## src/rtl/kf_iter_sequencer.sv

```systemverilog
// Step sequencer for the fixed-point Kalman filter: launches NSTG stages in order per iteration,
// strobes write-back, counts iterations. Optional per-stage WAIT timeout under KF_SEQ_TIMEOUT_EN.
module kf_iter_sequencer #(
   parameter int NSTG   = 5,
   parameter int ITW    = 8,
   parameter int TO_CYC = 64
) (
   input  logic            clk,
   input  logic            rst_n,
   input  logic            go,
   input  logic            abort,
   input  logic [ITW-1:0]  cfg_iters,
   input  logic [NSTG-1:0] stg_done,
   output logic [NSTG-1:0] stg_start,
   output logic            fb_we,
   output logic            busy,
   output logic [ITW-1:0]  iter_idx,
   output logic            done,
   output logic            err,
   output logic [2:0]      err_stage
);

   localparam int KW = (NSTG > 1) ? $clog2(NSTG) : 1;
   localparam logic [NSTG-1:0] ONE = NSTG'(1);

   typedef enum logic [2:0] {S_IDLE, S_LAUNCH, S_WAIT, S_FEED, S_FIN, S_ERR} state_t;

   state_t         st;
   logic [KW-1:0]  k;
   logic [ITW-1:0] iters;
   logic           last_iter;

   // Widened so iters = 2^ITW-1 compares correctly without wrap.
   assign last_iter = ({1'b0, iter_idx} + 1'b1) >= {1'b0, iters};

`ifdef KF_SEQ_TIMEOUT_EN
   localparam int TW = $clog2(TO_CYC + 1);
   logic [TW-1:0] to_cnt;
`else
   assign err       = 1'b0;
   assign err_stage = 3'd0;
`endif

   always_ff @(posedge clk or negedge rst_n) begin
      if (!rst_n) begin
         st        <= S_IDLE;
         k         <= '0;
         iters     <= '0;
         iter_idx  <= '0;
         stg_start <= '0;
         fb_we     <= 1'b0;
         busy      <= 1'b0;
         done      <= 1'b0;
`ifdef KF_SEQ_TIMEOUT_EN
         to_cnt    <= '0;
         err       <= 1'b0;
         err_stage <= 3'd0;
`endif
      end else begin
         stg_start <= '0;
         fb_we     <= 1'b0;
         done      <= 1'b0;
         if (abort) begin
            st   <= S_IDLE;
            busy <= 1'b0;
         end else begin
            case (st)
               S_IDLE: if (go) begin
                  iters     <= (cfg_iters == '0) ? ITW'(1) : cfg_iters;
                  iter_idx  <= '0;
                  k         <= '0;
                  stg_start <= ONE;
                  busy      <= 1'b1;
                  st        <= S_LAUNCH;
`ifdef KF_SEQ_TIMEOUT_EN
                  err       <= 1'b0;
`endif
               end
               S_LAUNCH: begin
`ifdef KF_SEQ_TIMEOUT_EN
                  to_cnt <= '0;
`endif
                  st <= S_WAIT;
               end
               S_WAIT: begin
                  // A done in the same cycle as the timeout limit still advances.
                  if (stg_done[k]) begin
                     if (k == KW'(NSTG - 1)) begin
                        fb_we <= 1'b1;
                        st    <= S_FEED;
                     end else begin
                        k         <= k + 1'b1;
                        stg_start <= ONE << (k + 1'b1);
                        st        <= S_LAUNCH;
                     end
                  end
`ifdef KF_SEQ_TIMEOUT_EN
                  else if (to_cnt == TW'(TO_CYC - 1)) begin
                     err       <= 1'b1;
                     err_stage <= 3'(k);
                     done      <= 1'b1;
                     st        <= S_ERR;
                  end else begin
                     to_cnt <= to_cnt + 1'b1;
                  end
`endif
               end
               S_FEED: begin
                  if (!last_iter) begin
                     iter_idx  <= iter_idx + 1'b1;
                     k         <= '0;
                     stg_start <= ONE;
                     st        <= S_LAUNCH;
                  end else begin
                     done <= 1'b1;
                     st   <= S_FIN;
                  end
               end
               S_FIN, S_ERR: begin
                  busy <= 1'b0;
                  st   <= S_IDLE;
               end
               default: begin
                  busy <= 1'b0;
                  st   <= S_IDLE;
               end
            endcase
         end
      end
   end

endmodule

```

## config.mk

```make
export PLATFORM = sky130hd
export DESIGN_NAME = kf_iter_sequencer
export DESIGN_NICKNAME = d
export VERILOG_FILES = /design/src/rtl/kf_iter_sequencer.sv
export SDC_FILE = /design/constraint.sdc
export NUM_CORES = 1
export LEC_CHECK = 0
export CAP_MARGIN = 20
export CORE_UTILIZATION = 64
export CTS_BUF_LIST = sky130_fd_sc_hd__clkbuf_2 sky130_fd_sc_hd__clkbuf_4 sky130_fd_sc_hd__clkbuf_8
export CTS_CLUSTER_SIZE = 28
export DETAILED_ROUTE_END_ITERATION = 8
export DONT_BUFFER_PORTS = 1
export GPL_ROUTABILITY_DRIVEN = 1
export PLACE_DENSITY = 0.8
export SYNTH_ARGS = -nofsm -noshare
export SYNTH_HDL_FRONTEND = slang
export SYNTH_SLANG_ARGS = --single-unit
```

## constraint.sdc

```tcl
create_clock -name clk -period 3.5 [get_ports clk]
set_input_delay 0.7 -clock clk [delete_from_list [all_inputs] [get_ports clk]]
set_output_delay 0.7 -clock clk [all_outputs]
set_load 0.005 [all_outputs]
```

# Yosys cells after proc, flatten, opt, wreduce, memory -nomap -nowiden
# Index checks and enable logic that the tools add are counted.
# totals
regBits	30
output_inout_bits	20
wordCells	69
# classes
muxes	33
eq_ne	11
n_reduce_logical	10
n_addsub	3
n_lt_le_gt_ge	2
n_shift	1
bitwise	1
# ops
operator	n
3-bit two-way mux	8
8-bit two-way mux	3
8-bit case mux with 2 select lines	1
5-bit two-way mux	3
5-bit case mux with 3 select lines	1
1-bit two-way mux	12
3-bit case mux with 4 select lines	1
8-bit by 1-bit adder with 9-bit output (second input constant)	1
9-bit by 8-bit >= comparator with 1-bit output	1
3-bit case mux with 3 select lines	1
8-bit by 1-bit adder with 8-bit output (second input constant)	1
8-bit logical NOT	1
2-bit inequality test (second input constant)	4
3-bit by 2-bit equality test with 1-bit output (second input constant)	2
3-bit inequality test (second input constant)	2
6-bit AND reduction	1
1-bit by 3-bit << shifter with 5-bit output (first input constant)	1
3-bit by 4-bit < comparator with 1-bit output (second input constant)	1
2-bit AND reduction	2
4-bit AND reduction	1
3-bit by 1-bit adder with 3-bit output (second input constant)	1
1-bit binary-select mux with 3-bit select	1
3-bit by 1-bit equality test with 1-bit output (second input constant)	1
3-bit equality test (second input constant)	1
9 further kinds	9

# Logic depth before layout (Yosys ltp)
# Gate-level depths: netlist of the first run.
# depth
ltp_word	6
depth_mapped	12

# Worst setup path before layout of the first run
# OpenSTA, ideal clock, no wires.
# synth_timing
path_type	register -> register
startpoint	register iter_idx[0]
endpoint	register iter_idx[4]
setup_time_ps	92
required_ps	3408
synth_period_minus_slack_ps	2646
slack_ps	854
arrival_time_ps	2553
n_path_buf	1
path_stages_with_launch	13
path_cell_list	dfrtp_1 > ha_1 > nand3_1 > nor2_1 > xor2_1 > ha_1 > a21oi_1 > o21a_1 > o21ai_1 > a31o_4 > or2_0 > buf_2 > o31ai_2
# synth_via
elab_chain_cells	4
elab_cells_between_ends	7
classes_between	add/sub (2); order compare (1); eq/ne (1); mux (2); reduce/logical (1)
# synth_lines
element	line	source
start, declared	17	output logic [ITW-1:0] iter_idx,
start signal, assigned	110	iter_idx <= iter_idx + 1'b1;
8-bit by 1-bit adder with 9-bit output	34	assign last_iter = ({1'b0, iter_idx} + 1'b1) >= {1'b0, iters};
9-bit by 8-bit >= comparator with 1-bit output	34	
2-bit inequality test (no line)	n/a	
4-bit AND reduction (no line)	n/a	
# Several ways; a longest one is shown, not always the timed one. The select of a mux whose other input is x is not followed.
# A chain may end at the register's enable or synchronous reset.

# Worst setup path after layout of the first run
# layout_timing
startpoint	register iter_idx[0]
endpoint	register st[0]
# layout_via
elab_chain_cells	5
# layout_lines
element	line	source
8-bit by 1-bit adder with 9-bit output	34	
9-bit by 8-bit >= comparator with 1-bit output	34	
3-bit two-way mux	109	if (!last_iter) begin
3-bit case mux with 4 select lines	67	case (st)
3-bit two-way mux	63	if (abort) begin
end signal, assigned	64	st <= S_IDLE;
end signal, assigned	74	st <= S_LAUNCH;
end signal, assigned	113	st <= S_LAUNCH;
end, declared	28	state_t st;
# No other way between the ends.

==> out/metrics.yaml, run 1 <==
worst_setup_path:
  cp_top_family: "compound AO/OA/AOI/OAI gates"
  path_cells: "ha_1, nand3_1, nor2_1, xor2_1, ha_1, a21oi_1, o21a_1, o21ai_1, a21oi_2, a21oi_1, a2111oi_0"
  critPathMaxStageDelay_ns: 0.49
  worst_path_max_delay_cell: "dfrtp_1"
  cp_max_fo: 7
  critPathCaptureType: "register"
  required_ns: 3.69
  crit_type: "register to register"
  start_kind: "register"
  cp_num_buf_inv: 0
  critical_path_arrival_ns: 3.25
layout:
  layout.nets: 219
  syn_to_final_growth_pct: 4.88
  nFillCells: 190
  stdcell_count: 218
  drive_gt1_share_pct: 12.8
  diodes: 0
timing:
  fin_ws_ns: 0.446
  grt_setup_unrepaired: "no"
  hold_slack_ns: 0.0497
  tightest_slew_ns: 0.493
  fin_crit_ns: 3.05
  finalSetupViolations: 0
  period_share_pct: 87.2
  slew_headroom_pct: 66.7
  final.setup_skew_ns: 0.00862
  fin_setup_tns_ns: 0
  drv_slew: 0
  fmaxAchievable_ghz: 0.327
  report.final.hold_viol_count: 0
place:
  routabilityCongestion: 0.846
  portBuffers: 0
  place_ws_ns: 0.482
  dp_hpwl_mm: 2.53
  place.detailed.instances: 210
clock_tree:
  clock_path_buffers: 2
  numCtsBuffers: 5
  hold_buffers: 0
  clkTransAtPathRegs_ns: 0.10
  clkLatencyLatePin_ns: 0.33
  cts_tree: "built"
  cts_setup_buffers: 0
  post_cts_resized: 0
  h-tree-depth: 2
  clockRootBuffer: "clkbuf_4"
  clock_sinks: 30
die:
  die_area_um2: 3060
  num_io_pins: 37
  rows: 18
  die_w_um: 55.3
  die_h_um: 55.3
  coreArea_um2: 2590
  start_util_pct: 70.2
power_and_ir_drop:
  p_sw_share_pct: 28.5
  peakVddDrop_mv: 0.390
  power_switching_uw: 239
  clkPwrFrac_pct: 30.5
  seq_power_share_pct: 49.8
  powerDensity_nw_per_um2: 440
  p_leak_uw: 0.000911
  power.internal_uw: 600
  p_comb_share_pct: 19.7
synthesis:
  synthXorXnorAreaFrac_pct: 3.37
  ys_types: 43
  synth-seq-cells: 30
  yosysTopAreaCell: "dfrtp_1"
  synth_fa_ha_area_share_pct: 10.3
  synth_common_cells: "dfrtp_1, nand2_1, ha_1"
  yosysWarningCount: 0
  synth_top_family_by_area: "simple AND/OR/NAND/NOR gates"
  synth-simple-area-share_pct: 18.6
  synth.most_common_cell: "dfrtp_1"
  netlist_area_um2: 1820
  synth_mux_area_share_pct: 7.29
  yosys.area.top_type_share_pct: 41.3
  avgSynthCellArea_um2: 9.94
  synth-main-ff-cell: "dfrtp_1"
  synth_seq_area_share_pct: 41.3
  synthArstFlopShare_pct: 100
  synth-compound-area-share_pct: 14.7
  synth_edf_count: 0
  netlist_top_cells_area: "dfrtp_1, ha_1, mux2_2, nand2_1, o21ai_1"
  synthCells: 183
drt:
  drt-initial-drc-count: 61
  wl_per_cell_um: 15.2
  wl_met3_um: 153
  vias_per_cell: 6.05
  m1WireLength_mm: 1.34
  routed_wirelength_mm: 3.31
  drc: 0
  dr_total_vias: 1318
  top_layer_used: "met4"
  firstDrtPassIters: 4
  ant_nets: 0
  wl_met2_mm: 1.75
global_routing:
  grt_usage_pct: 23.7
  grt_antenna_before_repair: 0
  grt_pass1_vias: 1266
  grt_pass1_wl_mm: 5.62
  grt_max_degree: 31
  grt-ovfl-total: 0
outcome:
  run_status: "complete, no violations"
run:
  maxCapViolations: 0
min_path:
  hp-class: "input port to asynchronous set/reset pin"
cell type report:
cell class              count  area (um^2)  area share, %
multi-input cells         140         1000           52.6
well taps                  30         37.5           1.97
inverters                  10         37.5           1.97
flip-flops and latches     30          751           39.3
clock buffers               8         78.8           4.13
worst reg2reg max path, stage by stage (launching register included):
cell and delay, ns:
dfrtp_1 0.49, ha_1 0.28, nand3_1 0.21, nor2_1 0.18, xor2_1 0.22, ha_1 0.30
a21oi_1 0.16, o21a_1 0.13, o21ai_1 0.10, a21oi_2 0.33, a21oi_1 0.11, a2111oi_0 0.42
final timing paths:
check | from | to | slack, ns | cells past startpoint
max in group asynchronous | rst_n | stg_start[4] | 3.37 | 0
setup reg to reg | iter_idx[0] | st[0] | 0.45 | 11
hold reg to reg | iters[0] | iters[0] | 0.51 | 2
min in group clk | abort | st[2] | 0.43 | 1
setup / recovery | iter_idx[0] | st[0] | 0.45 | 11
hold / removal | rst_n | iter_idx[1] | 0.05 | 0
kinds of logic after synthesis:
logic type | after synthesis
AO/OA/AOI/OAI | 38
flip-flops | 30
AND/OR/NAND/NOR | 65
multiplexers | 11
other | 1
XOR/XNOR | 7
adder cells (fa/ha/maj) | 15
buffers and inverters | 16
through the flow:
step	area (um^2)	util, %	total power (uW)
final	1910	73.7	839
after global routing	1910	73.7	889
after CTS	1910	73.7	846
after detailed placement	1830	70.6	592
after global placement	1830	70.6	581
after floorplan	1830	-	558
state kept, by name, summed over array words and instances (netlist names):
| signal | count |
|---|---|
| iters | 8 |
| st | 3 |
| done | 1 |
| stg_start | 5 |
| busy | 1 |
| iter_idx | 8 |
| fb_we | 1 |
| k | 3 |
power groups by stage:
| stage | clock network, uW | registers [uW] | logic [uW] |
|---|---|---|---|
| floorplan | 0 | 416 | 141 |
| detailed placement | 0 | 426 | 166 |
| global placement | 0 | 423 | 158 |
| global route | 275 | 425 | 189 |
| finish | 256 | 418 | 165 |
| CTS | 261 | 419 | 166 |
cell usage in the layout (no fill, tap or decap), drive strengths merged, types with 2 or more instances in the layout:
cell type	netlist	routed
xnor2	4	4
conb	1	4
and3	4	4
a21o	3	3
nor3	3	3
mux2	8	8
o21a	3	3
inv	10	10
nand4	2	2
a31oi	3	3
nor2b	3	3
and2	6	6
nand2b	7	7
nor2	13	13
nand3	3	3
o21ai	13	13
nand2	17	17
nand3b	2	2
dfrtp	30	30
clkbuf	1	8
ha	15	15
o31ai	2	2
mux2i	2	2
xor2	3	3
a21oi	6	6
metal layers:
| layer | vias up | global-route usage (%) |
|---|---|---|
| li1 | 641 | - |
| met4 | 0 | 10.7 |
| met5 | - | 0 |
| met3 | 7 | 5.15 |
| met2 | 38 | 41.0 |
| met1 | 632 | 28.0 |
(Power assumes the default switching activity.)
==> run 2: changes to the inputs <==
--- a/config.mk
+++ b/config.mk
@@ -12,6 +12,7 @@
 export DETAILED_ROUTE_END_ITERATION = 8
 export DONT_BUFFER_PORTS = 1
 export GPL_ROUTABILITY_DRIVEN = 1
+export HOLD_SLACK_MARGIN = 0.05
 export PLACE_DENSITY = 0.8
 export SYNTH_ARGS = -nofsm -noshare
 export SYNTH_HDL_FRONTEND = slang
==> run 2 against run 1 <==
Effect of this change: design area increased by 1.8%; critical path depth did not move; register-to-register slack is essentially flat; clock power about the same; via count up 1.4%; global-route usage grew 0.45 points; critical path type unchanged; highest routed layer unchanged.
==> out/metrics.yaml, run 2 (synthesis gave the netlist of run 1 again) <==
die:
  die_w_um: 55.3  # unchanged
  die_area_um2: 3060  # unchanged
  rows: 18  # unchanged
  num_io_pins: 37  # unchanged
  start_util_pct: 70.2  # unchanged
  die_h_um: 55.3  # unchanged
  coreArea_um2: 2590  # unchanged
worst_setup_path:
  required_ns: 3.70  # about the same
  critPathMaxStageDelay_ns: 0.48  # about the same
  crit_type: "register to register"
  cp_top_family: "compound AO/OA/AOI/OAI gates"
  cp_num_buf_inv: 0  # unchanged
  critical_path_arrival_ns: 3.26  # about the same
  start_kind: "register"
  cp_max_fo: 7  # unchanged
  path_cells: "ha_1, nand3_1, nor2_1, xor2_1, ha_1, a21oi_1, o21a_1, o21ai_1, a21oi_2, a21oi_1, a2111oi_0"
  critPathCaptureType: "register"
  worst_path_max_delay_cell: "dfrtp_1"
global_routing:
  grt_pass1_wl_mm: 5.72  # +1.7%
  grt_max_degree: 22  # -29%
  busiest_layer: "met2"
  groute.layer.met2.usage_pct: 41.8  # +0.86 points
  grt-ovfl-total: 0  # unchanged
  grt_antenna_before_repair: 0  # unchanged
  grt_usage_pct: 24.1  # +0.45 points
  use_met3_pct: 6.32  # +1.2 points
  met1_usage_pct: 27.5  # -0.46 points
  grt_pass1_vias: 1292  # +2.1%
drt:
  vias_per_cell: 6.05  # about the same
  ant_nets: 0  # unchanged
  dr_total_vias: 1337  # +1.4%
  routed_wirelength_mm: 3.41  # +3.1%
  firstDrtPassIters: 4  # unchanged
  drc: 0  # unchanged
  wl_per_cell_um: 15.4  # +1.7%
  drt-initial-drc-count: 58  # -4.9%
layout:
  nFillCells: 182  # -4.2%
  diodes: 0  # unchanged
  syn_to_final_growth_pct: 6.81
  stdcell_count: 221  # +1.4%
  final_common_cell: "dfrtp_1"
  final_cell_mix: "dfrtp_1, nand2_1, ha_1"
  layout.nets: 222  # +1.4%
  final_cell_area_um2: 1940  # +1.8%
  reg_top3: "iter_idx (8), iters (8), stg_start (5)"
  drive_gt1_share_pct: 13.1  # +0.32 points
timing:
  fin_setup_tns_ns: 0  # unchanged
  drv_slew: 0  # unchanged
  grt_setup_unrepaired: "no"
  hold_slack_ns: 0.427  # +0.377 ns
  finalSetupViolations: 0  # unchanged
  period_share_pct: 87.6  # +0.32 points
  final.setup_skew_ns: 0.00895  # +0.000333 ns
  fmaxAchievable_ghz: 0.326  # -0.37%
  tightest_slew_ns: 0.511  # +0.0180 ns
  slew_headroom_pct: 65.8  # -0.87 points
  fin_crit_ns: 3.07  # +0.0113 ns
  report.final.hold_viol_count: 0  # unchanged
clock_tree:
  cts_tree: "built"
  cts_setup_buffers: 0  # unchanged
  clockRootBuffer: "clkbuf_4"
  clock_path_buffers: 2  # unchanged
  h-tree-depth: 2  # unchanged
  clkTransAtPathRegs_ns: 0.09  # about the same
  clkLatencyLatePin_ns: 0.33  # about the same
  numCtsBuffers: 5  # unchanged
  clock_sinks: 30  # unchanged
run:
  maxCapViolations: 0  # unchanged
outcome:
  run_status: "complete, no violations"
place:
  routabilityCongestion: 0.846  # unchanged
  dp_hpwl_mm: 2.53  # unchanged
  place.detailed.instances: 210  # unchanged
  dpl-instance-area_um2: 1830  # unchanged
  portBuffers: 0  # unchanged
power_and_ir_drop:
  powerDensity_nw_per_um2: 438  # -0.40%
  peakVddDrop_mv: 0.391  # +0.42%
  p_leak_uw: 0.000927  # +1.7%
min_path:
  hp-class: "input port to register"
## run 2: metrics by stage
stage               setup slack [ns]  util (%)  power, uW
floorplan                      0.854         -        558
global placement               0.696      70.6        581
detailed placement             0.482      70.6        592
CTS                            0.458      74.1        852
global route                   0.123      75.0        902
finish                         0.435      75.0        851
## run 2: layout make-up
| cell class | count | area [um^2] | share of cell area, % |
|---|---|---|---|
| timing repair buffer | 3 | 35.0 | 1.80 |
| multi-input combinational | 140 | 1000 | 51.6 |
| inverter | 10 | 37.5 | 1.93 |
| clock buffer | 8 | 78.8 | 4.06 |
| tap | 30 | 37.5 | 1.93 |
| sequential | 30 | 751 | 38.6 |
## run 2: routing by layer
metal / up-vias / share of wire, %
li1: 647 / -
met1: 637 / 41
met2: 46 / 53
met3: 7 / 4.5
met4: 0 / 1.4
met5: - / 0
## run 2: path summary, 6_finish.rpt
| kind | slack, ns | endpoint | from | depth (start not counted) |
|---|---|---|---|---|
| max | 0.43 | st[0] | iter_idx[0] | 11 |
| min | 0.43 | st[2] | abort | 1 |
| max reg2reg | 0.43 | st[0] | iter_idx[0] | 11 |
| min reg2reg | 0.51 | iters[0] | iters[0] | 2 |
| max in group asynchronous | 2.28 | iters[4] | rst_n | 2 |
| min in group asynchronous | 0.73 | stg_start[4] | rst_n | 1 |
## run 2: report_power, final
| part | leakage, uW | internal (uW) | switching [uW] |
|---|---|---|---|
| Combinational | 0.000485 | 83.6 | 93.9 |
| Sequential | 0.000397 | 383 | 35.5 |
| Clock | 0.0000446 | 137 | 118 |
| Total | 0.000927 | 604 | 248 |
## run 2: repair_timing
item	4_1_cts	5_1_grt
hold buffers	1	1
endpoints found under the setup margin	0	0
endpoints found under the hold margin	21	9
gates resized for setup	0	0
## run 2: worst register-to-register path, delay by kind of cell (launching register included)
kind                       cells  cell delay [ns]
adders and majority gates      2             0.58
xor gates and xnor gates       1             0.23
AOI/OAI and AO/OA              6             1.26
DFF                            1             0.48
and+or+nand+nor                2             0.39
